$ cat src/rtl/uart_reg_bridge.sv
`default_nettype none
// uart_reg_bridge: parses UART byte commands into register-bus reads/writes
// and queues the reply bytes (ACK, or cmd/addr echo plus read data) back out.
module uart_reg_bridge #(
  parameter int unsigned CLK_FREQUENCY = 100_000_000,
  parameter int unsigned BYTE_TIMEOUT  = CLK_FREQUENCY / 100,
  parameter int unsigned BUS_TIMEOUT   = 255,
  parameter logic [7:0]  ACK_BYTE      = 8'h06,
  parameter logic [31:0] ERR_DATA      = 32'hDEAD_BEEF
) (
  input  logic        clk_i,
  input  logic        reset_i,
  input  logic        rx_valid_i,
  input  logic [7:0]  rx_data_i,
  output logic        rx_rd_o,
  input  logic        tx_busy_i,
  output logic        tx_wr_o,
  output logic [7:0]  tx_data_o,
  output logic [7:0]  reg_addr_o,
  output logic [31:0] reg_wdata_o,
  output logic        reg_wr_o,
  output logic        reg_rd_o,
  input  logic [31:0] reg_rdata_i,
  input  logic        reg_rvalid_i,
  output logic        err_o
);

  localparam int unsigned BT_W = (BYTE_TIMEOUT > 1) ? $clog2(BYTE_TIMEOUT) : 1;
  localparam int unsigned WT_W = (BUS_TIMEOUT > 1) ? $clog2(BUS_TIMEOUT) : 1;

  typedef enum logic [2:0] {
    S_IDLE     = 3'd0,
    S_GET_ADDR = 3'd1,
    S_GET_DATA = 3'd2,
    S_BUS_WR   = 3'd3,
    S_RD_WAIT  = 3'd4,
    S_SEND     = 3'd5
  } state_t;

  state_t            state_q;
  logic              rx_rd_q;
  logic              rx_blind_q;
  logic              byte_vld_q;
  logic [7:0]        byte_q;
  logic [7:0]        cmd_q;
  logic [7:0]        addr_q;
  logic [23:0]       wsh_q;
  logic [1:0]        dcnt_q;
  logic [BT_W-1:0]   btmr_q;
  logic [WT_W-1:0]   wtmr_q;
  logic [47:0]       txq_q;
  logic [2:0]        txcnt_q;
  logic [1:0]        hold_q;
  logic              tx_wr_q;
  logic [7:0]        tx_data_q;
  logic [7:0]        reg_addr_q;
  logic [31:0]       reg_wdata_q;
  logic              reg_wr_q;
  logic              reg_rd_q;
  logic              err_q;
  logic              rx_rd_d;

  // Pop a byte only outside the two-cycle blind window after a pop; bytes
  // offered during BUS_WR wait one cycle and then fall under SEND discard.
  assign rx_rd_d = rx_valid_i && !rx_rd_q && !rx_blind_q && (state_q != S_BUS_WR);

  always_ff @(posedge clk_i) begin
    if (reset_i) begin
      state_q     <= S_IDLE;
      rx_rd_q     <= 1'b0;
      rx_blind_q  <= 1'b0;
      byte_vld_q  <= 1'b0;
      byte_q      <= '0;
      cmd_q       <= '0;
      addr_q      <= '0;
      wsh_q       <= '0;
      dcnt_q      <= '0;
      btmr_q      <= '0;
      wtmr_q      <= '0;
      txq_q       <= '0;
      txcnt_q     <= '0;
      hold_q      <= '0;
      tx_wr_q     <= 1'b0;
      tx_data_q   <= '0;
      reg_addr_q  <= '0;
      reg_wdata_q <= '0;
      reg_wr_q    <= 1'b0;
      reg_rd_q    <= 1'b0;
      err_q       <= 1'b0;
    end else begin
      rx_rd_q    <= rx_rd_d;
      rx_blind_q <= rx_rd_q;
      byte_vld_q <= rx_rd_d;
      if (rx_rd_d) byte_q <= rx_data_i;
      reg_wr_q <= 1'b0;
      reg_rd_q <= 1'b0;
      tx_wr_q  <= 1'b0;
      err_q    <= 1'b0;

      case (state_q)
        S_IDLE: begin
          btmr_q <= '0;
          if (byte_vld_q) begin
            cmd_q   <= byte_q;
            state_q <= S_GET_ADDR;
          end
        end

        S_GET_ADDR: begin
          if (byte_vld_q) begin
            addr_q <= byte_q;
            btmr_q <= '0;
            dcnt_q <= '0;
            if (cmd_q[7]) begin
              reg_addr_q <= byte_q;
              reg_rd_q   <= 1'b1;
              wtmr_q     <= '0;
              state_q    <= S_RD_WAIT;
            end else begin
              state_q <= S_GET_DATA;
            end
          end else if (btmr_q == BT_W'(BYTE_TIMEOUT - 1)) begin
            err_q   <= 1'b1;
            state_q <= S_IDLE;
          end else begin
            btmr_q <= btmr_q + BT_W'(1);
          end
        end

        S_GET_DATA: begin
          if (byte_vld_q) begin
            btmr_q <= '0;
            dcnt_q <= dcnt_q + 2'd1;
            wsh_q  <= {byte_q, wsh_q[23:8]};
            // Address and data are committed only with the strobe, so an
            // abandoned write leaves the bus outputs untouched.
            if (dcnt_q == 2'd3) begin
              reg_addr_q  <= addr_q;
              reg_wdata_q <= {byte_q, wsh_q};
              reg_wr_q    <= 1'b1;
              state_q     <= S_BUS_WR;
            end
          end else if (btmr_q == BT_W'(BYTE_TIMEOUT - 1)) begin
            err_q   <= 1'b1;
            state_q <= S_IDLE;
          end else begin
            btmr_q <= btmr_q + BT_W'(1);
          end
        end

        S_BUS_WR: begin
          txq_q   <= {40'h0, ACK_BYTE};
          txcnt_q <= 3'd1;
          hold_q  <= '0;
          state_q <= S_SEND;
        end

        S_RD_WAIT: begin
          if (reg_rvalid_i) begin
            txq_q   <= {reg_rdata_i, addr_q, cmd_q};
            txcnt_q <= 3'd6;
            hold_q  <= '0;
            state_q <= S_SEND;
          end else if (wtmr_q == WT_W'(BUS_TIMEOUT - 1)) begin
            txq_q   <= {ERR_DATA, addr_q, cmd_q};
            txcnt_q <= 3'd6;
            hold_q  <= '0;
            err_q   <= 1'b1;
            state_q <= S_SEND;
          end else begin
            wtmr_q <= wtmr_q + WT_W'(1);
          end
        end

        S_SEND: begin
          // The hold-off masks the lag before the transmitter raises busy.
          if (hold_q != 2'd0) begin
            hold_q <= hold_q - 2'd1;
          end else if (!tx_busy_i) begin
            tx_wr_q   <= 1'b1;
            tx_data_q <= txq_q[7:0];
            txq_q     <= {8'h00, txq_q[47:8]};
            txcnt_q   <= txcnt_q - 3'd1;
            hold_q    <= 2'd2;
            if (txcnt_q == 3'd1) state_q <= S_IDLE;
          end
        end

        default: state_q <= S_IDLE;
      endcase
    end
  end

  assign rx_rd_o     = rx_rd_q;
  assign tx_wr_o     = tx_wr_q;
  assign tx_data_o   = tx_data_q;
  assign reg_addr_o  = reg_addr_q;
  assign reg_wdata_o = reg_wdata_q;
  assign reg_wr_o    = reg_wr_q;
  assign reg_rd_o    = reg_rd_q;
  assign err_o       = err_q;

endmodule
`default_nettype wire

$ cat config.mk
export PLATFORM = sky130hd
export DESIGN_NAME = uart_reg_bridge
export DESIGN_NICKNAME = d
export VERILOG_FILES = /design/src/rtl/uart_reg_bridge.sv
export SDC_FILE = /design/constraint.sdc
export NUM_CORES = 1
export LEC_CHECK = 0
export ABC_AREA = 1
export BUFFER_PORTS_ARGS = -buffer_cell sky130_fd_sc_hd__clkbuf_2
export CAP_MARGIN = 20
export CORE_MARGIN = 4
export CORE_UTILIZATION = 35
export CTS_CLUSTER_DIAMETER = 30
export CTS_CLUSTER_SIZE = 28
export DETAILED_ROUTE_END_ITERATION = 8
export GPL_TIMING_DRIVEN = 0
export PLACE_DENSITY = 0.65
export SYNTH_ARGS = -nofsm -noshare
export SYNTH_HDL_FRONTEND = slang
export SYNTH_SLANG_ARGS = --single-unit
$ cat constraint.sdc
create_clock -name clk_i -period 1.6 [get_ports clk_i]
set_input_delay 0.48 -clock clk_i [delete_from_list [all_inputs] [get_ports clk_i]]
set_output_delay 0.48 -clock clk_i [all_outputs]
set_load 0.005 [all_outputs]
* Word-level counts from Yosys, hierarchy flattened
Index checks and enable logic that the tools add are counted.
Word-level totals: word-level logic and storage cells 133, input bits 45, register bits after elaboration 188, output and inout port bits 53
Operators by class: reduce and logical (&&, ||, !) cells 27, bitwise logic cells 6, equality and inequality tests 24, mux-type cells 51, add/sub/neg operators 5
Operators by type and width (count):
- 48-bit two-way mux | 4
- 48-bit one-hot mux with 3 select lines | 1
- 8-bit two-way mux | 8
- 3-bit two-way mux | 15
- 20-bit two-way mux | 2
- 20-bit one-hot mux with 2 select lines | 1
- 8-bit one-hot mux with 2 select lines | 2
- 20-bit by 1-bit adder with 20-bit output (second input constant) | 1
- 20-bit == test (second input constant) | 1
- 2-bit inequality test (second input constant) | 10
- 3-bit one-hot mux with 6 select lines | 1
- 2-bit two-way mux | 6
- 3-bit inequality test (second input constant) | 4
- 3-bit AND reduction | 4
- 5-bit AND reduction | 2
- 3-bit one-hot mux with 3 select lines | 1
- 3-bit OR reduction | 3
- 8-bit by 1-bit adder with 8-bit output (second input constant) | 1
- 8-bit == test (second input constant) | 1
- 2-bit AND reduction | 4
- 2-bit nonzero test | 4
- 1-bit two-way mux | 7
- 3-bit by 1-bit == test with 1-bit output (second input constant) | 2
- 3-bit by 2-bit == test with 1-bit output (second input constant) | 2
- other kinds (17) | 26

* Longest topological paths before layout
Gate-level depths: netlist of run 1.
depth after elaboration 5, gate-level depth with buffers 12, gate-level depth less buffers 12

* Worst setup path after synthesis of run 1
Ideal clock, no wire load.
path type reg-to-reg, start register btmr_q[0], end register btmr_q[14], cell stages (with the launch flop) 13, slack -0.028 ns, arrival 1.520 ns, required time 1.491 ns, library setup time 0.109 ns, cells stage by stage dfxtp_1 > ha_1 > nand3_1 > inv_1 > nand2_1 > nor2_2 > nand2_1 > nor2_1 > nand3_1 > nor2_1 > nor2_1 > nand2_1 > inv_1
On the way: word-level cells in the longest chain between the ends 4, elaborated cells between the ends (all ways) 7, classes of those cells add/sub (1); eq/ne (2); mux (3); reduce/logical (1)
RTL lines:
- from (decl) | RTL line 49 | logic [BT_W-1:0] btmr_q;
- from (signal assigned) | RTL line 126 | btmr_q <= btmr_q + BT_W'(1);
- from (signal assigned) | RTL line 147 | btmr_q <= btmr_q + BT_W'(1);
- 20-bit by 1-bit adder with 20-bit output | RTL line 126, 147
- 20-bit two-way mux | RTL line 122, 143
- 20-bit two-way mux | RTL line 110 | if (byte_vld_q) begin
- 20-bit one-hot mux with 2 select lines | RTL line 100 | case (state_q)
Several ways; a longest one is shown, not always the timed one. The select of a mux whose other input is x is not followed. A chain may end at the register's enable or synchronous reset.

* Worst setup path after layout of run 1
start register state_q[2], end register tx_wr_q (netlist: tx_wr_o)
On the way: word-level cells in the longest chain between the ends 3
RTL lines:
- from (decl) | RTL line 40 | state_t state_q;
- from (signal assigned) | RTL line 69 | state_q <= S_IDLE;
- from (signal assigned) | RTL line 105 | state_q <= S_GET_ADDR;
- from (signal assigned) | RTL line 118 | state_q <= S_RD_WAIT;
- 3-bit == test | RTL line 100
- 1-bit inverter (no source line)
- 3-bit OR reduction (no source line)
- to (signal assigned) | RTL line 83 | tx_wr_q <= 1'b0;
- to (signal assigned) | RTL line 97 | tx_wr_q <= 1'b0;
- to (signal assigned) | RTL line 180 | tx_wr_q <= 1'b1;
- to (decl) | RTL line 54 | logic tx_wr_q;
Every way passes these cells.

==> results.md, run 1 <==
- Post-synth cell types: 36
- CP Max Fanout: 10
- Layout Utilization: 49.4%
- Comb pwr share: 10.7%
- IO Port Bufs: 97
- Syn nets: 1141
- CP bufs+invs: 2
- Leak Pwr: 4.39 nW
- Initial Util: 35.6%
- Fillers: 2075
- CP startpoint: state_q[2]$_SDFFE_PP0P_
- Initial antenna violation count: 0
- Maximum VDD drop: 0.607 mV
- Skew-Pair Late Insertion Delay: 440 ps
- CTS sink cnt: 188
- Tot Pwr: 0.0104 W
- CP endpoint: tx_wr_o$_SDFF_PP0_
- Post-synth EDFFs: 0
- DRT iter0 DRCs: 594
- Worst r2r src: state_q[2]$_SDFFE_PP0P_
- Critical-path cell list: inv_6 -> nor2_4 -> nand2_4 -> clkbuf_1 -> nor4_1
- Placed cell areas: 8900 um^2
- Seq/Total Area, Yosys: 46.7%
- Final setup fails: 75
- Share of flip-flops with an asynchronous set or reset: 0%
- Crit path launch type: register
- Pwr dens: 934 nW/um^2
- Syn Std Cell Area: 8060 um^2
- Max stage delay on crit path: 560 ps
- Max-slew violations: 0
- Clk root buf: clkbuf_16
- R2R Setup Slk: -150 ps
- GP Congestion: 0.877
- Seq cells post-synth: 188
- CTS tree: built
- DP HPWL: 15900 um
- Top-count cell post-synth: dfxtp_1
- Via density: 5.21
- Antenna-violating nets left: 0
- Mean cell area of the mapped netlist: 7.40 um^2
- Status: finished with violations
- DR top layer: met4
- Mapped Cells: 1088
- Total grt overflow: 0
- Critical-path top delay cell: nor4_1
- Clk pwr share: 42.4%
- Switching part of the total power: 28.2%
- Final hold violation count: 0
- Worst slew pin tran: 757 ps
- CTS Buffer Depth: 2
- First-pass GRT wire length: 38600 um
- Failing checks: negative setup slack
- Fin area: 11200 um^2
- Final Cycle Share: 109%
- Post-Route WL: 25400 um
- Crit. End Element: register
- Synth Warn #: 0
- Largest family of logic cells by synthesized area: compound AO/OA/AOI/OAI gates
- Xor and xnor fraction of the mapped netlist area: 0.761%
- Leading area contributor after synthesis: dfxtp_1
- Compound-Gate Fraction of Synth Area: 22.9%
- Met2 wire len: 11700 um
- Worst setup path class: register to register
- Die area: 25500 um^2
- CP arrival: 2010 ps
- Area growth, synth to finish: 38.9%
- Crit path depth: 5
- RR Endpoint: tx_wr_o$_SDFF_PP0_
- I/O pin count: 98
- Num CTS Buffers: 17
- Total GRT Usage: 18.4%
- # diodes: 0
- Reg clk slew, reported paths: 80 ps
- Max Cap Viol: 0
- Adder-cell area share of the yosys netlist: 1.24%
- Layout cells sized above 1: 33.8%
- Synth Flop Type: dfxtp_1
- Tmin final: 1750 ps
- Rows: 55
- CP required: 1860 ps
- Leading post-synthesis cells by cell area: dfxtp_1, o21ai_0, a21oi_1
- DR DRC count: 0
- P_sw: 0.00294 W
- Drt first pass iters: 5
- Sequential power share: 46.9%
- Vias in the first global route: 7475
- Routed wire per std cell: 16.3 um
- Simple-gate share of the synthesized area: 18.5%
- Reg2reg path depth: 5
- Rel. slew slack: 49.5%
- Hold_ws: 288 ps
- Final Skew: 20.2 ps
- Int Power: 0.00750 W
- Commonest cells in the netlist: dfxtp_1, o21ai_0, nand2_1
- WL met1: 11200 um
- Register Area: 3800 um^2
- Hold crit path type: input port to register
- Cell family with most CP delay: simple AND/OR/NAND/NOR gates
- RSZ-0062 raised after global routing: true
- Core Box Area: 22600 um^2
- Max Fclk: 0.572 GHz
- Setup slack after layout: -149 ps
- Multi-input logic area: 4380 um^2
- Multiplexer share of the synthesized area: 0%
- Die Wd: 160 um
- Top cell type's share of synthesized area: 46.7%
- H-tree levels: 4
- Via Count: 8133
- Met3 Routed Length: 1790 um
- Hold path cells: 3
- Final #Nets: 1316
- Die Height: 160 um
- Largest net degree at the start of global routing: 21
## metal layers
layer  global-route usage (%)  vias to the layer above
met5                        0                        -
met4                     6.11                        0
met3                     4.18                       58
met2                     28.5                      309
met1                     25.3                     3797
li1                         -                     3969
## placed cells by master (no fill, tap or decap), drive strengths merged
cell and n:
nand4 14, clkbuf 145, buf 83, o21a 2
bufinv 1, o21ai 191, clkinvlp 1, nor4 2
o22ai 15, nor2 110, ha 8, dfxtp 188
inv 148, a21oi 133, nand2 138, xnor2 2
nand3 58, a21o 1, xor2 5, nor3b 1
nor3 11, o21bai 1, clkinv 5, a22oi 2
a31oi 1, a211oi 10
## worst min-delay path by stage
stage / from / end
after floorplan: txq_q[24]$_SDFFE_PP0P_ / txq_q[24]$_SDFFE_PP0P_
after global placement: txq_q[24]$_SDFFE_PP0P_ / txq_q[24]$_SDFFE_PP0P_
after detailed placement: txq_q[36]$_SDFFE_PP0P_ / txq_q[36]$_SDFFE_PP0P_
after CTS: reg_rdata_i[24] / txq_q[40]$_SDFFE_PP0P_
after global routing: reg_rdata_i[24] / txq_q[40]$_SDFFE_PP0P_
final: reg_rdata_i[24] / txq_q[40]$_SDFFE_PP0P_
## power by group through the flow
| stage | logic (W) | registers (W) | clock network (W) |
|---|---|---|---|
| 2_1_floorplan | 0.000451 | 0.00496 | 0 |
| 3_3_place_gp | 0.000682 | 0.00499 | 0 |
| 3_5_place_dp | 0.000691 | 0.00499 | 0 |
| 4_1_cts | 0.000883 | 0.00489 | 0.00450 |
| 5_1_grt | 0.00121 | 0.00491 | 0.00472 |
| 6_report | 0.00112 | 0.00490 | 0.00443 |
## metrics by stage
stage                     setup WS, ps  instances  TNS [ps]
final                             -149       1561     -3260
after global routing              -187       1561     -7590
after CTS                        -7.59       1535     -26.9
after detailed placement          -967       1470   -109300
after global placement            -973       1470   -102670
after floorplan                   7.84       1088         0
## timing repair
action | in CTS | in global routing
resized for setup | 176 | 215
gates cloned | 7 | 4
pin swaps | 11 | 38
hold buffers | 0 | 0
setup endpoints to repair | 182 | 149
setup buffers | 27 | 22
## state kept, by name, indices dropped and copies added (netlist names), 2 cells and up
signal	cells
addr_q	8
btmr_q	20
byte_q	8
cmd_q	8
dcnt_q	2
hold_q	2
reg_addr_o	8
reg_wdata_o	32
state_q	3
tx_data_o	8
txcnt_q	3
txq_q	48
wsh_q	24
wtmr_q	8
## cell type report
cell class | instances | area share (%)
multi-input cells | 705 | 39.1
flip-flops and latches | 188 | 34.0
repair buffers | 154 | 9.44
inverters | 140 | 5.13
clock buffers | 17 | 3.80
plain buffers | 57 | 3.60
well taps | 285 | 3.19
clock inverters | 15 | 1.71
## worst register-to-register path: cells and delay by family, from the launching register on
kind / cells / cell delay, ps
flops: 1 / 410
buf+inv: 2 / 330
simple gates: 3 / 820
## cells by family after synthesis
kind of cell,count (synthesis)
compound gates,356
simple gates,331
buf+inv,198
flops,188
fa+ha+maj,8
xor+xnor,7
Power figures use the tool's default switching activity.
==> inputs of run 2 (changes only) <==
ABC_AREA = not set   (was 1)
==> results.md, run 2 <==
- Tot Pwr: 0.00974 W (was 0.0104 W)
- Leading post-synthesis cells by cell area: dfxtp_1, nand2_1, a21oi_1 (was dfxtp_1, o21ai_0, a21oi_1)
- Final Cycle Share: 116% (was 109%)
- Status: finished with violations (unchanged)
- Top-count cell post-synth: nand2_1 (was dfxtp_1)
- Syn nets: 987 (was 1141)
- Worst setup path class: register to register (unchanged)
- Total GRT Usage: 18.3% (was 18.4%)
- Area growth, synth to finish: 44.3% (was 38.9%)
- CP arrival: 2210 ps (was 2010 ps)
- Initial Util: 35.8% (was 35.6%)
- # diodes: 0 (unchanged)
- Critical-path top delay cell: or4b_4 (was nor4_1)
- Initial antenna violation count: 0 (unchanged)
- Most flop-heavy register: txq_q (unchanged)
- Worst slew pin tran: 747 ps (was 757 ps)
- Drt first pass iters: 5 (unchanged)
- Setup slack after layout: -261 ps (was -149 ps)
- Final Skew: 14.8 ps (was 20.2 ps)
- Reg clk slew, reported paths: 80 ps (about the same)
- CP bufs+invs: 2 (unchanged)
- Post-synth EDFFs: 0 (unchanged)
- Mapped Cells: 934 (was 1088)
- IO Port Bufs: 97 (unchanged)
- Final #Nets: 1184 (was 1316)
- Commonest cells in the netlist: nand2_1, dfxtp_1, a21oi_1 (was dfxtp_1, o21ai_0, nand2_1)
- Met2 wire len: 12100 um (was 11700 um)
- Clk root buf: clkbuf_16 (unchanged)
- Num CTS Buffers: 17 (unchanged)
- Crit path launch type: register (unchanged)
- Tmin final: 1860 ps (was 1750 ps)
- Seq/Total Area, Yosys: 47.9% (was 46.7%)
- CP most frequent cell: buf_6
- Pwr dens: 859 nW/um^2 (was 934 nW/um^2)
- CTS Buffer Depth: 2 (unchanged)
- Share of flip-flops with an asynchronous set or reset: 0% (unchanged)
- DR DRC count: 0 (unchanged)
- Die Height: 158 um (was 160 um)
- WL met1: 10500 um (was 11200 um)
- CTS tree: built (unchanged)
- Max-slew violations: 0 (unchanged)
- Post-Route WL: 24500 um (was 25400 um)
- Synth Warn #: 0 (unchanged)
- Via Count: 7558 (was 8133)
- DR top layer: met4 (unchanged)
- Maximum VDD drop: 0.781 mV (was 0.607 mV)
- Leading area contributor after synthesis: dfxtp_1 (unchanged)
- GP Congestion: 0.855 (was 0.877)
- Fin area: 11300 um^2 (was 11200 um^2)
- Die area: 24900 um^2 (was 25500 um^2)
- H-tree levels: 4 (unchanged)
- Post-synth cell types: 62 (was 36)
- Rows: 54 (was 55)
- Layout cells sized above 1: 38.7% (was 33.8%)
- Crit. End Element: register (unchanged)
- Pre-CTS WS: -712 ps (was -967 ps)
- CP Max Fanout: 4 (was 10)
- Hold_ws: 274 ps (was 288 ps)
- Rel. slew slack: 50.2% (was 49.5%)
- Cell family with most CP delay: simple AND/OR/NAND/NOR gates (unchanged)
- Core Box Area: 22000 um^2 (was 22600 um^2)
- Met3 Routed Length: 1330 um (was 1790 um)
- Seq cells post-synth: 188 (unchanged)
- Via density: 5.31 (was 5.21)
- Max stage delay on crit path: 540 ps (was 560 ps)
- Synth Flop Type: dfxtp_1 (unchanged)
- DP HPWL: 15100 um (was 15900 um)
- Top cell type's share of synthesized area: 47.9% (was 46.7%)
- RSZ-0062 raised after global routing: true (unchanged)
- Largest net degree at the start of global routing: 21 (unchanged)
- Commonest non-fill, non-tap cells in the layout: nand2_1, dfxtp_1, clkbuf_2 (was dfxtp_1, inv_1, o21ai_0)
- Max Fclk: 0.537 GHz (was 0.572 GHz)
- Placed cell areas: 8820 um^2 (was 8900 um^2)
- I/O pin count: 98 (unchanged)
- CP required: 1940 ps (was 1860 ps)
- Max reg flops: 48 (unchanged)
- Antenna-violating nets left: 0 (unchanged)
- Final hold violation count: 0 (unchanged)
- Mean cell area of the mapped netlist: 8.42 um^2 (was 7.40 um^2)
- Final setup fails: 84 (was 75)
- Hold crit path type: input port to register (unchanged)
- CTS hold repair buffers: 0 (unchanged)
- Routed wire per std cell: 17.2 um (was 16.3 um)
- Critical-path cell list: or4b_4 -> nor3_4 -> buf_6 -> buf_6 -> nand3_4 -> nand4_1 -> mux2i_1 (was inv_6 -> nor2_4 -> nand2_4 -> clkbuf_1 -> nor4_1)
- Vias in the first global route: 7131 (was 7475)
- Max Cap Viol: 0 (unchanged)
- CTS sink cnt: 188 (unchanged)
- Die Wd: 158 um (was 160 um)
- Total grt overflow: 0 (unchanged)
- Layout Utilization: 51.6% (was 49.4%)
- Failing checks: negative setup slack (unchanged)
- Leak Pwr: 4.14 nW (was 4.39 nW)
- DRT iter0 DRCs: 493 (was 594)
- First-pass GRT wire length: 36800 um (was 38600 um)
- Syn Std Cell Area: 7860 um^2 (was 8060 um^2)
- Most common cell after layout, fill and taps aside: nand2_1 (was dfxtp_1)
- Skew-Pair Late Insertion Delay: 450 ps (was 440 ps)
run 2: cell count changes in the layout (fill, tap and decap cells not counted), moves of 12 or more:
| cell | delta |
|---|---|
| inv_1 | -112 |
| o21ai_2 | -38 |
| nand3b_1 | +27 |
| a21oi_1 | -17 |
| o21ai_0 | -110 |
| mux2i_1 | +27 |
| nand3_2 | +19 |
| buf_6 | +12 |
| nand2_1 | +73 |
| mux2_2 | +14 |
| o21ai_1 | -17 |
| nor2_1 | -37 |
| nand3_1 | -33 |
| buf_4 | +21 |
run 2: path summary, 6_finish.rpt:
check / slack, ps / from / cells after the start / endpoint
worst max-delay path: -260 / btmr_q[7]$_SDFFE_PP0P_ / 7 / btmr_q[7]$_SDFFE_PP0P_
worst min-delay path: 270 / rx_data_i[4] / 3 / byte_q[4]$_SDFFE_PP0P_
worst max register to register: -260 / btmr_q[7]$_SDFFE_PP0P_ / 7 / btmr_q[7]$_SDFFE_PP0P_
worst min register to register: 460 / reg_wdata_o[3]$_SDFFE_PP0P_ / 2 / reg_wdata_o[3]$_SDFFE_PP0P_
run 2: worst reg2reg max path: stages (launching register included):
cell     delay [ps]
dfxtp_4         370
or4b_4          540
nor3_4          210
buf_6           140
buf_6            90
nand3_4          60
nand4_1         110
mux2i_1         260
run 2: repair_timing:
item	4_1_cts	5_1_grt
buffers inserted	38	41
endpoints found under the setup margin	179	152
gates cloned	6	7
endpoints found under the hold margin	0	0
pin swaps	60	61
resized for setup	180	162
run 2: cell families (layout without fill, tap and decap cells):
logic type / after synthesis / after routing / share of synthesized area (%)
AOI/OAI and AO/OA: 215 / 216 / 16.3
xor gates and xnor gates: 14 / 14 / 1.56
adders and majority gates: 8 / 8 / 1.27
buffers and inverters: 74 / 283 / 3.96
DFF: 188 / 188 / 47.9
muxes: 41 / 41 / 5.44
and+or+nand+nor: 394 / 394 / 23.6
run 2: stage by stage:
step,std cells,TNS (ps)
2_1_floorplan,934,-203
3_3_place_gp,1311,-86260
3_5_place_dp,1311,-87100
4_1_cts,1382,-4310
5_1_grt,1424,-19770
6_report,1424,-10340
run 2: where the power goes:
group          switching [W]  internal, W  leakage [nW]
logic               0.000390     0.000290          2.32
clock network        0.00216      0.00216         0.295
registers          0.0000504      0.00469          1.53
run 2: routing by layer:
layer  global-route usage (%)  vias up
met3                     3.96       41
li1                         -     3657
met2                     29.9      245
met4                     6.47        0
met5                        0        -
met1                     24.0     3615
run 2: area by class of cell:
type,instances,area [um^2]
multi-input combinational,673,4710
fill,1948,10600
clock buffer,18,439
clock inverter,14,164
buffer,57,503
sequential,188,3810
timing repair buffer,183,1310
inverter,11,46.3
tap,280,350
